`src/rtl/retire_recovery_ctrl_pkg.sv`:
```
// retire_recovery_ctrl_pkg: shared widths, retire FSM states and the ROB head entry bundle.
package retire_recovery_ctrl_pkg;
  localparam int WAYS = 3;
  localparam int PR_W = 6;
  localparam int AR_W = 5;
  localparam int XLEN = 32;
  localparam int RESTORE_CYCLES = 2;
  localparam int CNT_W = RESTORE_CYCLES > 1 ? $clog2(RESTORE_CYCLES) : 1;

  typedef enum logic [1:0] {NORMAL, SQUASH, RESTORE, HALT} retire_state_e;

  typedef struct packed {
    logic            valid;
    logic            complete;
    logic            mispredict;
    logic            halt;
    logic [XLEN-1:0] target_pc;
    logic [PR_W-1:0] t_idx;
    logic [PR_W-1:0] told_idx;
    logic [AR_W-1:0] ar_idx;
  } rob_head_entry_t;
endpackage

```
`src/rtl/retire_recovery_ctrl_select.sv`:
```
// retire_recovery_ctrl_select: oldest-first contiguous retire group, arch-map/freelist enables and the first retiring event.
module retire_recovery_ctrl_select
  import retire_recovery_ctrl_pkg::*;
(
  input  rob_head_entry_t [WAYS-1:0] head_i,
  input  logic                       en_i,
  input  logic                       stall_i,
  output logic [WAYS-1:0]            retire_en_o,
  output logic [WAYS-1:0]            arch_wr_en_o,
  output logic [WAYS-1:0]            free_en_o,
  output logic                       ev_valid_o,
  output logic                       ev_mis_o,
  output logic [XLEN-1:0]            ev_pc_o
);
  logic go;

  always_comb begin
    retire_en_o  = '0;
    arch_wr_en_o = '0;
    free_en_o    = '0;
    ev_valid_o   = 1'b0;
    ev_mis_o     = 1'b0;
    ev_pc_o      = '0;
    go           = en_i & ~stall_i;
    // A mispredict/halt retires itself but closes the group behind it.
    for (int i = 0; i < WAYS; i++) begin
      retire_en_o[i] = go & head_i[i].valid & head_i[i].complete;
      go = retire_en_o[i] & ~head_i[i].mispredict & ~head_i[i].halt;
      if (retire_en_o[i] && (head_i[i].mispredict || head_i[i].halt)) begin
        ev_valid_o = 1'b1;
        ev_mis_o   = head_i[i].mispredict;
        ev_pc_o    = head_i[i].target_pc;
      end
    end
    for (int i = 0; i < WAYS; i++) begin
      free_en_o[i]    = retire_en_o[i] & (|head_i[i].ar_idx);
      arch_wr_en_o[i] = free_en_o[i];
      for (int k = i + 1; k < WAYS; k++)
        if (retire_en_o[k] && head_i[k].ar_idx == head_i[i].ar_idx) arch_wr_en_o[i] = 1'b0;
    end
  end
endmodule

```
`src/rtl/retire_recovery_ctrl.sv`:
```
// retire_recovery_ctrl: in-order retirement sequencing plus the squash/restore/halt recovery FSM.
module retire_recovery_ctrl
  import retire_recovery_ctrl_pkg::*;
(
  input  logic                   clk_i,
  input  logic                   rst_ni,
  input  logic [WAYS-1:0]        head_valid_i,
  input  logic [WAYS-1:0]        head_complete_i,
  input  logic [WAYS-1:0]        head_mispredict_i,
  input  logic [WAYS-1:0]        head_halt_i,
  input  logic [WAYS*XLEN-1:0]   head_target_pc_i,
  input  logic [WAYS*PR_W-1:0]   head_t_idx_i,
  input  logic [WAYS*PR_W-1:0]   head_told_idx_i,
  input  logic [WAYS*AR_W-1:0]   head_ar_idx_i,
  input  logic                   retire_stall_i,
  output logic [WAYS-1:0]        retire_en_o,
  output logic [1:0]             retire_cnt_o,
  output logic [WAYS-1:0]        arch_wr_en_o,
  output logic [WAYS-1:0]        free_en_o,
  output logic                   squash_o,
  output logic                   br_recover_enable_o,
  output logic [XLEN-1:0]        target_pc_o,
  output logic                   dispatch_hold_o,
  output logic                   halted_o
);
  rob_head_entry_t [WAYS-1:0] head;
  retire_state_e              state_q, state_d;
  logic [CNT_W-1:0]           cnt_q, cnt_d;
  logic [XLEN-1:0]            pc_q, pc_d;
  logic                       ev_valid, ev_mis;
  logic [XLEN-1:0]            ev_pc;
  logic                       unused_head;

  always_comb begin
    for (int i = 0; i < WAYS; i++) begin
      head[i].valid      = head_valid_i[i];
      head[i].complete   = head_complete_i[i];
      head[i].mispredict = head_mispredict_i[i];
      head[i].halt       = head_halt_i[i];
      head[i].target_pc  = head_target_pc_i[i*XLEN +: XLEN];
      head[i].t_idx      = head_t_idx_i[i*PR_W +: PR_W];
      head[i].told_idx   = head_told_idx_i[i*PR_W +: PR_W];
      head[i].ar_idx     = head_ar_idx_i[i*AR_W +: AR_W];
    end
  end

  // Physical tags only travel alongside the enables to the map table and freelist.
  assign unused_head = ^head;

  retire_recovery_ctrl_select u_select (
    .head_i       (head),
    .en_i         (rst_ni && state_q == NORMAL),
    .stall_i      (retire_stall_i),
    .retire_en_o  (retire_en_o),
    .arch_wr_en_o (arch_wr_en_o),
    .free_en_o    (free_en_o),
    .ev_valid_o   (ev_valid),
    .ev_mis_o     (ev_mis),
    .ev_pc_o      (ev_pc)
  );

  always_comb begin
    retire_cnt_o = '0;
    for (int i = 0; i < WAYS; i++) retire_cnt_o = retire_cnt_o + 2'(retire_en_o[i]);
  end

  always_comb begin
    state_d             = state_q;
    cnt_d               = cnt_q;
    pc_d                = pc_q;
    squash_o            = 1'b0;
    br_recover_enable_o = 1'b0;
    target_pc_o         = '0;
    dispatch_hold_o     = 1'b0;
    halted_o            = 1'b0;
    case (state_q)
      NORMAL: begin
        if (ev_valid) state_d = ev_mis ? SQUASH : HALT;
        pc_d = ev_valid && ev_mis ? ev_pc : pc_q;
      end
      SQUASH: begin
        squash_o        = 1'b1;
        target_pc_o     = pc_q;
        dispatch_hold_o = 1'b1;
        cnt_d           = '0;
        state_d         = RESTORE;
      end
      RESTORE: begin
        br_recover_enable_o = 1'b1;
        dispatch_hold_o     = 1'b1;
        cnt_d               = cnt_q == CNT_W'(RESTORE_CYCLES - 1) ? '0 : cnt_q + 1'b1;
        state_d             = cnt_q == CNT_W'(RESTORE_CYCLES - 1) ? NORMAL : RESTORE;
      end
      default: begin
        halted_o        = 1'b1;
        dispatch_hold_o = 1'b1;
      end
    endcase
  end

  always_ff @(posedge clk_i or negedge rst_ni) begin
    if (!rst_ni) begin
      state_q <= NORMAL;
      cnt_q   <= '0;
      pc_q    <= '0;
    end else begin
      state_q <= state_d;
      cnt_q   <= cnt_d;
      pc_q    <= pc_d;
    end
  end
endmodule

```
`config.mk`:
```
export PLATFORM = sky130hd
export DESIGN_NAME = retire_recovery_ctrl
export DESIGN_NICKNAME = d
export VERILOG_FILES = /design/src/rtl/retire_recovery_ctrl_pkg.sv /design/src/rtl/retire_recovery_ctrl_select.sv /design/src/rtl/retire_recovery_ctrl.sv
export SDC_FILE = /design/constraint.sdc
export NUM_CORES = 1
export LEC_CHECK = 0
export ABC_AREA = 0
export CAP_MARGIN = 20
export CORE_MARGIN = 2
export CORE_UTILIZATION = 31
export DETAILED_ROUTE_END_ITERATION = 7
export PLACE_DENSITY = 0.78
export SLEW_MARGIN = 0
export SYNTH_ARGS = -nofsm -noshare
export SYNTH_HDL_FRONTEND = slang
export SYNTH_HIERARCHICAL = 1
export SYNTH_SLANG_ARGS = --single-unit
```
`constraint.sdc`:
```
create_clock -name clk_i -period 2.25 [get_ports clk_i]
set_input_delay 0.675 -clock clk_i [delete_from_list [all_inputs] [get_ports clk_i]]
set_output_delay 0.675 -clock clk_i [all_outputs]
set_load 0.05 [all_outputs]
```
==> summary.md <==
| Metric | Value |
|---|---|
| Status | complete, but fails checks |
| Violated checks | negative setup slack |
| Critical path type | input pin to output pin |
| Syn-to-layout area delta | 116.0% |
| Clk_skew | 3.131 ps |
| Clock transition at path regs | 70 ps |
| Routed Antenna Nets | 0 |
| GPL Wtd Cong | 0.7558 |
| Startpoint Class | input pin |
| Critical Path Fanout Max | 3 |
| Final HPWL DP | 7.181 mm |
| CP required | 1570 ps |
| TritonCTS clock tree | yes |
| Post-Syn Instances | 250 |
| Fill cells | 630 |
| RSZ-0062 raised after global routing | yes |
| PwrDens | 468.0 nW/µm² |
| Yosys warning count | 6 |
| Yosys reg bits | 35 |
| Post-Layout Cell Count | 582 |
| Vias in the first global route | 3209 |
| Post-route DRC | 0 |
| Final critical-path setup slack | -512.3 ps |
| Vias per cell | 4.923 |
| Core outline area | 8636 µm² |
| H-Tree Level Count | 2 |
| Ant diodes | 0 |
| # setup viols final | 75 |
| Critical path arrival | 2090 ps |
| Hold-fix buffers at CTS | 0 |
| Mapped Area | 2726 µm² |
| Clock latency at the later pin of the worst-skew pair | 290 ps |
| DIE HEIGHT | 97.78 µm |
| I/O pin cnt | 209 |
| DIE AREA | 9561 µm² |
| Setup TNS | -14510 ps |
| Port bufs | 172 |
| Layout cells sized above 1 | 0.4578 |
| Fin nets | 641 |
| Register area share after synthesis | 0.3212 |
| TritonCTS buffer count | 5 |
| Syn Area/Cell | 10.91 µm² |
| Cells after DPL | 552 |
| Initial antenna violation count | 0 |
| Starting density of the core | 0.3157 |
| Tmin final | 2762 ps |
| Setup crit end kind | output pin |
| Least-Margin Pin Slew | 465.5 ps |
| Row count | 34 |
| Netlist cell types | 41 |
| DRT Pass-1 Iters | 4 |
| Longest individual stage delay on the worst path | 460 ps |
| Max-cap violation count | 0 |
| Per-cell routed wire length | 17.16 µm |
| Finished Cell Area | 5889 µm² |
| CTS Root Cell | clkbuf_8 |
| Worst IR drop on VDD | 397.8 µV |
| Hold Path Class | input pin to async pin |
| Synthesized Nets | 418 |
| Final period utilization | 1.228 |
| Area post-placement | 5309 µm² |
| Slew Limit Fails | 0 |
| Worst Path Buf+Inv | 2 |
| First-pass GRT wire length | 15.86 mm |
| Crit-path cells | dlygate4sd2_1 > and4bb_4 > nand2_8 > nor2_4 > fa_2 > buf_8 |
| Largest net degree at the start of global routing | 36 |
| P_leak | 0.002704 µW |
| Max Clock Freq | 362.0 MHz |
| DR vias | 2865 |
| Post-synth top flop | dfrtp_1 |
| Post-synth EDFFs | 0 |
| Finished Core Util | 0.6820 |
| Final hold vios | 0 |
| Grt total ovfl | 0 |
| Total global-route track usage | 0.2081 |
| Horiz. Die Dim | 97.78 µm |
| CTS max path bufs | 2 |
| Rel. slew slack | 0.6897 |
| Largest delay share family, worst path | simple AND/OR/NAND/NOR gates |
| CTS sink cnt | 35 |
| DRT iter0 DRCs | 61 |
| Max stage delay cell, worst path | fa_2 |
| Ys async rst share | 1.000 |
| Routed wire length | 9.985 mm |
## synthesized netlist by cell type (2+ instances only)
library cell | count | area, µm²
xnor2_1 | 9 | 78.83
buf_6 | 6 | 67.56
nor2_1 | 8 | 30.03
nand4_1 | 2 | 12.51
and2_1 | 65 | 406.6
ha_1 | 5 | 62.56
buf_2 | 3 | 15.01
nor3_1 | 3 | 15.01
o21ai_0 | 2 | 10.01
nand2_1 | 2 | 7.510
mux2_2 | 2 | 22.52
clkbuf_1 | 6 | 22.52
a221o_1 | 32 | 320.3
dfrtp_1 | 35 | 875.8
or4_1 | 2 | 15.01
a21oi_1 | 4 | 20.02
xor2_1 | 6 | 52.55
inv_1 | 6 | 22.52
mux2_4 | 30 | 450.4
## worst register-to-register path: stages (launching register included)
cell and delay (ps):
dfrtp_1 390, inv_2 80, ha_4 130, and2_4 140, nand4b_4 140, inv_8 100, nand2_8 60, buf_4 140
buf_6 120, buf_4 130, nor3_4 160, or3_4 170, nand3_4 130, buf_12 180, buf_12 130, mux2_4 300
## per-layer routing
layer  part of all wire  vias to the layer above  track usage  wire [µm]
met1               0.37                     1375       0.2239       3679
met5                  0                        -            0          0
met3              0.079                       12      0.06442        790
met2               0.54                      121       0.3920       5366
met4              0.015                        0      0.05769        149
li1                   -                     1357            -          -
## area by class of cell
| type | count | area (µm²) | area share |
|---|---|---|---|
| Timing Repair Buffer | 232 | 2773 | 0.4708 |
| Multi-Input combinational cell | 192 | 1951 | 0.3312 |
| Sequential cell | 35 | 875.8 | 0.1487 |
| Tap cell | 108 | 135.1 | 0.02294 |
| Clock buffer | 6 | 82.58 | 0.01402 |
| Inverter | 7 | 37.54 | 0.006373 |
| Clock inverter | 2 | 35.03 | 0.005949 |
## cell usage in the layout (no fill, tap or decap), drive strengths merged, types with 4 or more instances in the layout
cell	instances
dfrtp	35
nor3	4
xor2	6
inv	6
and2	65
buf	114
nor2	9
mux2	32
clkdlybuf4s50	99
xnor2	9
a21oi	4
dlygate4sd2	13
clkbuf	7
ha	5
clkdlybuf4s15	4
a221o	32
## per-stage QoR
step | power, µW | worst slack (ps) | hold WS [ps]
after global routing | 2884 | -582.9 | 491.3
final | 2756 | -512.3 | 466.5
after detailed placement | 1818 | -808.4 | 487.3
after global placement | 1776 | -786.3 | 465.5
after CTS | 2726 | -522.0 | 477.0
after floorplan | 1198 | -581.7 | 379.4
## state kept, by name, indices dropped and copies added (netlist names)
signal,cells
state_q,2
pc_q,32
cnt_q,1
## where the power goes
| part | leakage [µW] | switching [µW] | total, µW | internal (µW) |
|---|---|---|---|---|
| Combinational | 0.00216 | 666 | 1490 | 825 |
| Sequential | 0.000485 | 16.8 | 674 | 657 |
| Clock | 0.0000612 | 233 | 592 | 359 |
## cells by family (layout without fill, tap and decap cells)
logic type,Yosys count,in the layout,synth area share
xor+xnor,15,15,0.04819
buf+inv,23,247,0.05094
fa+ha+maj,6,6,0.03029
compound gates,45,45,0.1492
flops,35,35,0.3212
simple gates,93,93,0.2230
mux,33,33,0.1771
## final timing paths
check | start | endpoint | slack (ps) | cells after the start
worst max-delay path | head_halt_i[0] | retire_cnt_o[0] | -510 | 6
worst min-delay path | rst_ni | pc_q[27]$_DFFE_PN0P_ | 470 | 2
worst max register to register | state_q[1]$_DFFE_PN0P_ | pc_q[7]$_DFFE_PN0P_ | -360 | 15
worst min register to register | cnt_q$_DFFE_PN0P_ | cnt_q$_DFFE_PN0P_ | 510 | 2
max in group asynchronous | rst_ni | pc_q[4]$_DFFE_PN0P_ | 1460 | 2
min in group clk_i | cnt_q$_DFFE_PN0P_ | cnt_q$_DFFE_PN0P_ | 510 | 2
## timing repair
action                                 CTS  global route
setup endpoints to repair               73            75
gates resized for setup                 98            25
buffers inserted                        15            10
endpoints found under the hold margin    0             0
gates cloned                             5             0
pin swaps                               14            12
No activity file was read; power rests on OpenSTA's default activity.
==> RTL edit, RTL diff (same settings) <==
`RESTORE_CYCLES`: 2 -> 4.
--- a/src/rtl/retire_recovery_ctrl_pkg.sv
+++ b/src/rtl/retire_recovery_ctrl_pkg.sv
@@ -4,7 +4,7 @@
   localparam int PR_W = 6;
   localparam int AR_W = 5;
   localparam int XLEN = 32;
-  localparam int RESTORE_CYCLES = 2;
+  localparam int RESTORE_CYCLES = 4;
   localparam int CNT_W = RESTORE_CYCLES > 1 ? $clog2(RESTORE_CYCLES) : 1;
 
   typedef enum logic [1:0] {NORMAL, SQUASH, RESTORE, HALT} retire_state_e;
Function: changed (a bounded check fails within 10 cycles, from zero or initial values and one cycle with rst_ni low).
==> RTL edit against the original RTL <==
The flow still finishes with violations (negative setup slack); sequential cell count grew 1; setup slack worse by 24 ps; wire length fell by 0.79%; via count down 2.6%; synthesized area grew 2.4%; design area fell by 1.6%.
Power is not compared: it rests on default switching activity, and its combinational part moved more than twofold at a synthesized area within 25%.
==> RTL edit: results (changes against the original RTL) <==
Seq/Total Area, Yosys 32.3% (was 32.1%); root buffer cell clkbuf_8 (unchanged); wire length on met2 5180 microns (was 5370 microns); final core occ 66.5% (was 68.2%); YS warnings 6 (unchanged); CTS clk-pin slew, worst paths 80 ps; Post-DP Area 5360 sq um (was 5310 sq um); setup TNS -8110 ps (was -14510 ps); IO buf count 172 (unchanged); Final WS setup -536 ps (was -512 ps); share of layout cells above drive strength 1 43.8% (was 45.8%); Total GRT Usage 19.8% (was 20.8%); dpl cells 554 (was 552); HP Class in -> async (unchanged); Async S/R FF share, synth 100% (unchanged); Syn Area/Cell 10.9 sq um (about the same); first-pass GRT wire length 15400 microns (was 15900 microns); vias in the first global route 3118 (was 3209); Main synth FF type dfrtp_1 (unchanged); critical path's top delay family adder cells (was simple AND/OR/NAND/NOR gates); # setup viols final 42 (was 75); initial drt markers 69 (was 61); clk_lat worst skew 280 ps; Net Count, Synth 425 (was 418); P_leak 2.64 nW; routed via count 2791 (was 2865); antenna violations before repair 0 (unchanged); top post-synthesis cells by count and2_1 (65), dfrtp_1 (36), a221o_1 (32), mux2_4 (30) (was and2_1 (65), dfrtp_1 (35), a221o_1 (32), mux2_4 (30), xnor2_1 (9)); Routed WL 9910 microns (was 9990 microns); Max Root-Sink Buffers 2 (unchanged); Congestion Overflow GR 0 (unchanged); largest net degree at the start of global routing 37 (was 36); top flop regs pc_q x32, cnt_q x2, state_q x2 (was pc_q x32, state_q x2, cnt_q x1); Sw Share 22.3%; largest stage delay on the critical path 560 ps (was 460 ps); DR pass1 iterations 4 (unchanged); Critical R2R Launch state_q[0]$_DFFE_PN0P_ (was state_q[1]$_DFFE_PN0P_); global placement routability congestion 0.783 (was 0.756); CP arrival 2110 ps (was 2090 ps); Synth cell types 38 (was 41); skew final 3.48 ps (was 3.13 ps); Max VDD drop around 0.19 mV; layout net count 639 (was 641); Synth area leaders dfrtp_1 (32%), mux2_4 (16%), and2_1 (15%) (was dfrtp_1 (32%), mux2_4 (17%), and2_1 (15%)); met3 WL 876 microns (was 790 microns); M1 wire length 3760 microns (was 3680 microns); Wirelength per Cell 17.1 microns (was 17.2 microns); outcome complete, but fails checks (unchanged); CTS H-Tree Depth 2 (unchanged); failing checks negative setup slack (unchanged); Crit-path slowest cell fa_2 (unchanged); slew margin rel. 68.2% (was 69.0%); Filler cells 653 (was 630); Worst Setup SP state_q[0]$_DFFE_PN0P_ (was head_halt_i[0]); EDFF count, synth 0 (unchanged); Critical Path Fanout Max 3 (unchanged); DP HPWL 7350 microns (was 7180 microns)
## RTL edit: changes by cell type after synthesis, moves of 2 or more
cell     change
mux2_2       +2
nand2_1      -2
ha_1         +2
inv_1        +2
## RTL edit: per-stage QoR
stage | worst slack (ps) | hold slack [ps]
global placement | -817 | 482
floorplan | -572 | 379
finish | -536 | 511
detailed placement | -859 | 483
global route | -617 | 529
CTS | -560 | 507
## RTL edit: power by group through the flow
stage	clock network [mW]	logic [mW]	registers [mW]
detailed placement	0	0.306	0.659
global route	0.542	0.316	0.646
finish	0.483	0.294	0.647
CTS	0.505	0.296	0.646
global placement	0	0.302	0.659
floorplan	0	0.0350	0.659
## RTL edit: cells by family (layout without fill, tap and decap cells)
logic type,count (synthesis),count (layout),share of synthesized area (%)
compound gates,43,43,14.0
xor+xnor,15,15,4.71
fa+ha+maj,8,8,3.85
buf+inv,25,240,5.24
flops,36,36,32.3
mux,35,35,18.1
simple gates,93,93,21.8
## RTL edit: final timing paths
| kind | end | slack [ps] | cells after the start |
|---|---|---|---|
| hold / removal | pc_q[31]$_DFFE_PN0P_ | 510 | 2 |
| setup / recovery | retire_cnt_o[0] | -540 | 9 |
| max in group asynchronous | pc_q[20]$_DFFE_PN0P_ | 1390 | 2 |
| setup reg to reg | pc_q[1]$_DFFE_PN0P_ | -160 | 13 |
| hold reg to reg | pc_q[28]$_DFFE_PN0P_ | 510 | 1 |
| min in group clk_i | pc_q[28]$_DFFE_PN0P_ | 510 | 1 |
## RTL edit: layout make-up
type | count | area share, %
Sequential cell | 36 | 15.5
Tap cell | 108 | 2.33
Clock buffer | 7 | 1.49
Timing Repair Buffer | 223 | 46.1
Multi-Input combinational cell | 194 | 33.7
Inverter | 9 | 0.777
Clock inverter | 1 | 0.129
## RTL edit: timing repair
item / CTS / global route
cloned: 4 / 1
setup endpoints to repair: 77 / 67
resized for setup: 68 / 38
pin swaps: 12 / 7
buffers inserted: 9 / 4
## RTL edit: worst register-to-register path: stages (launching register included)
cell and delay [ps]:
dfrtp_1 380, inv_2 60, ha_4 160, and2_4 160, nand4b_4 120, inv_8 50
nand2_8 80, buf_4 150, nor2_2 50, or3_4 400, nand3_4 100, buf_12 140
buf_4 130, mux2_2 330
## RTL edit: routing by layer
layer  track usage [%]  up-vias
met5                 0        -
met4              3.90        0
met3              6.81        7
met2              37.6      119
met1              21.2     1320
li1                  -     1345
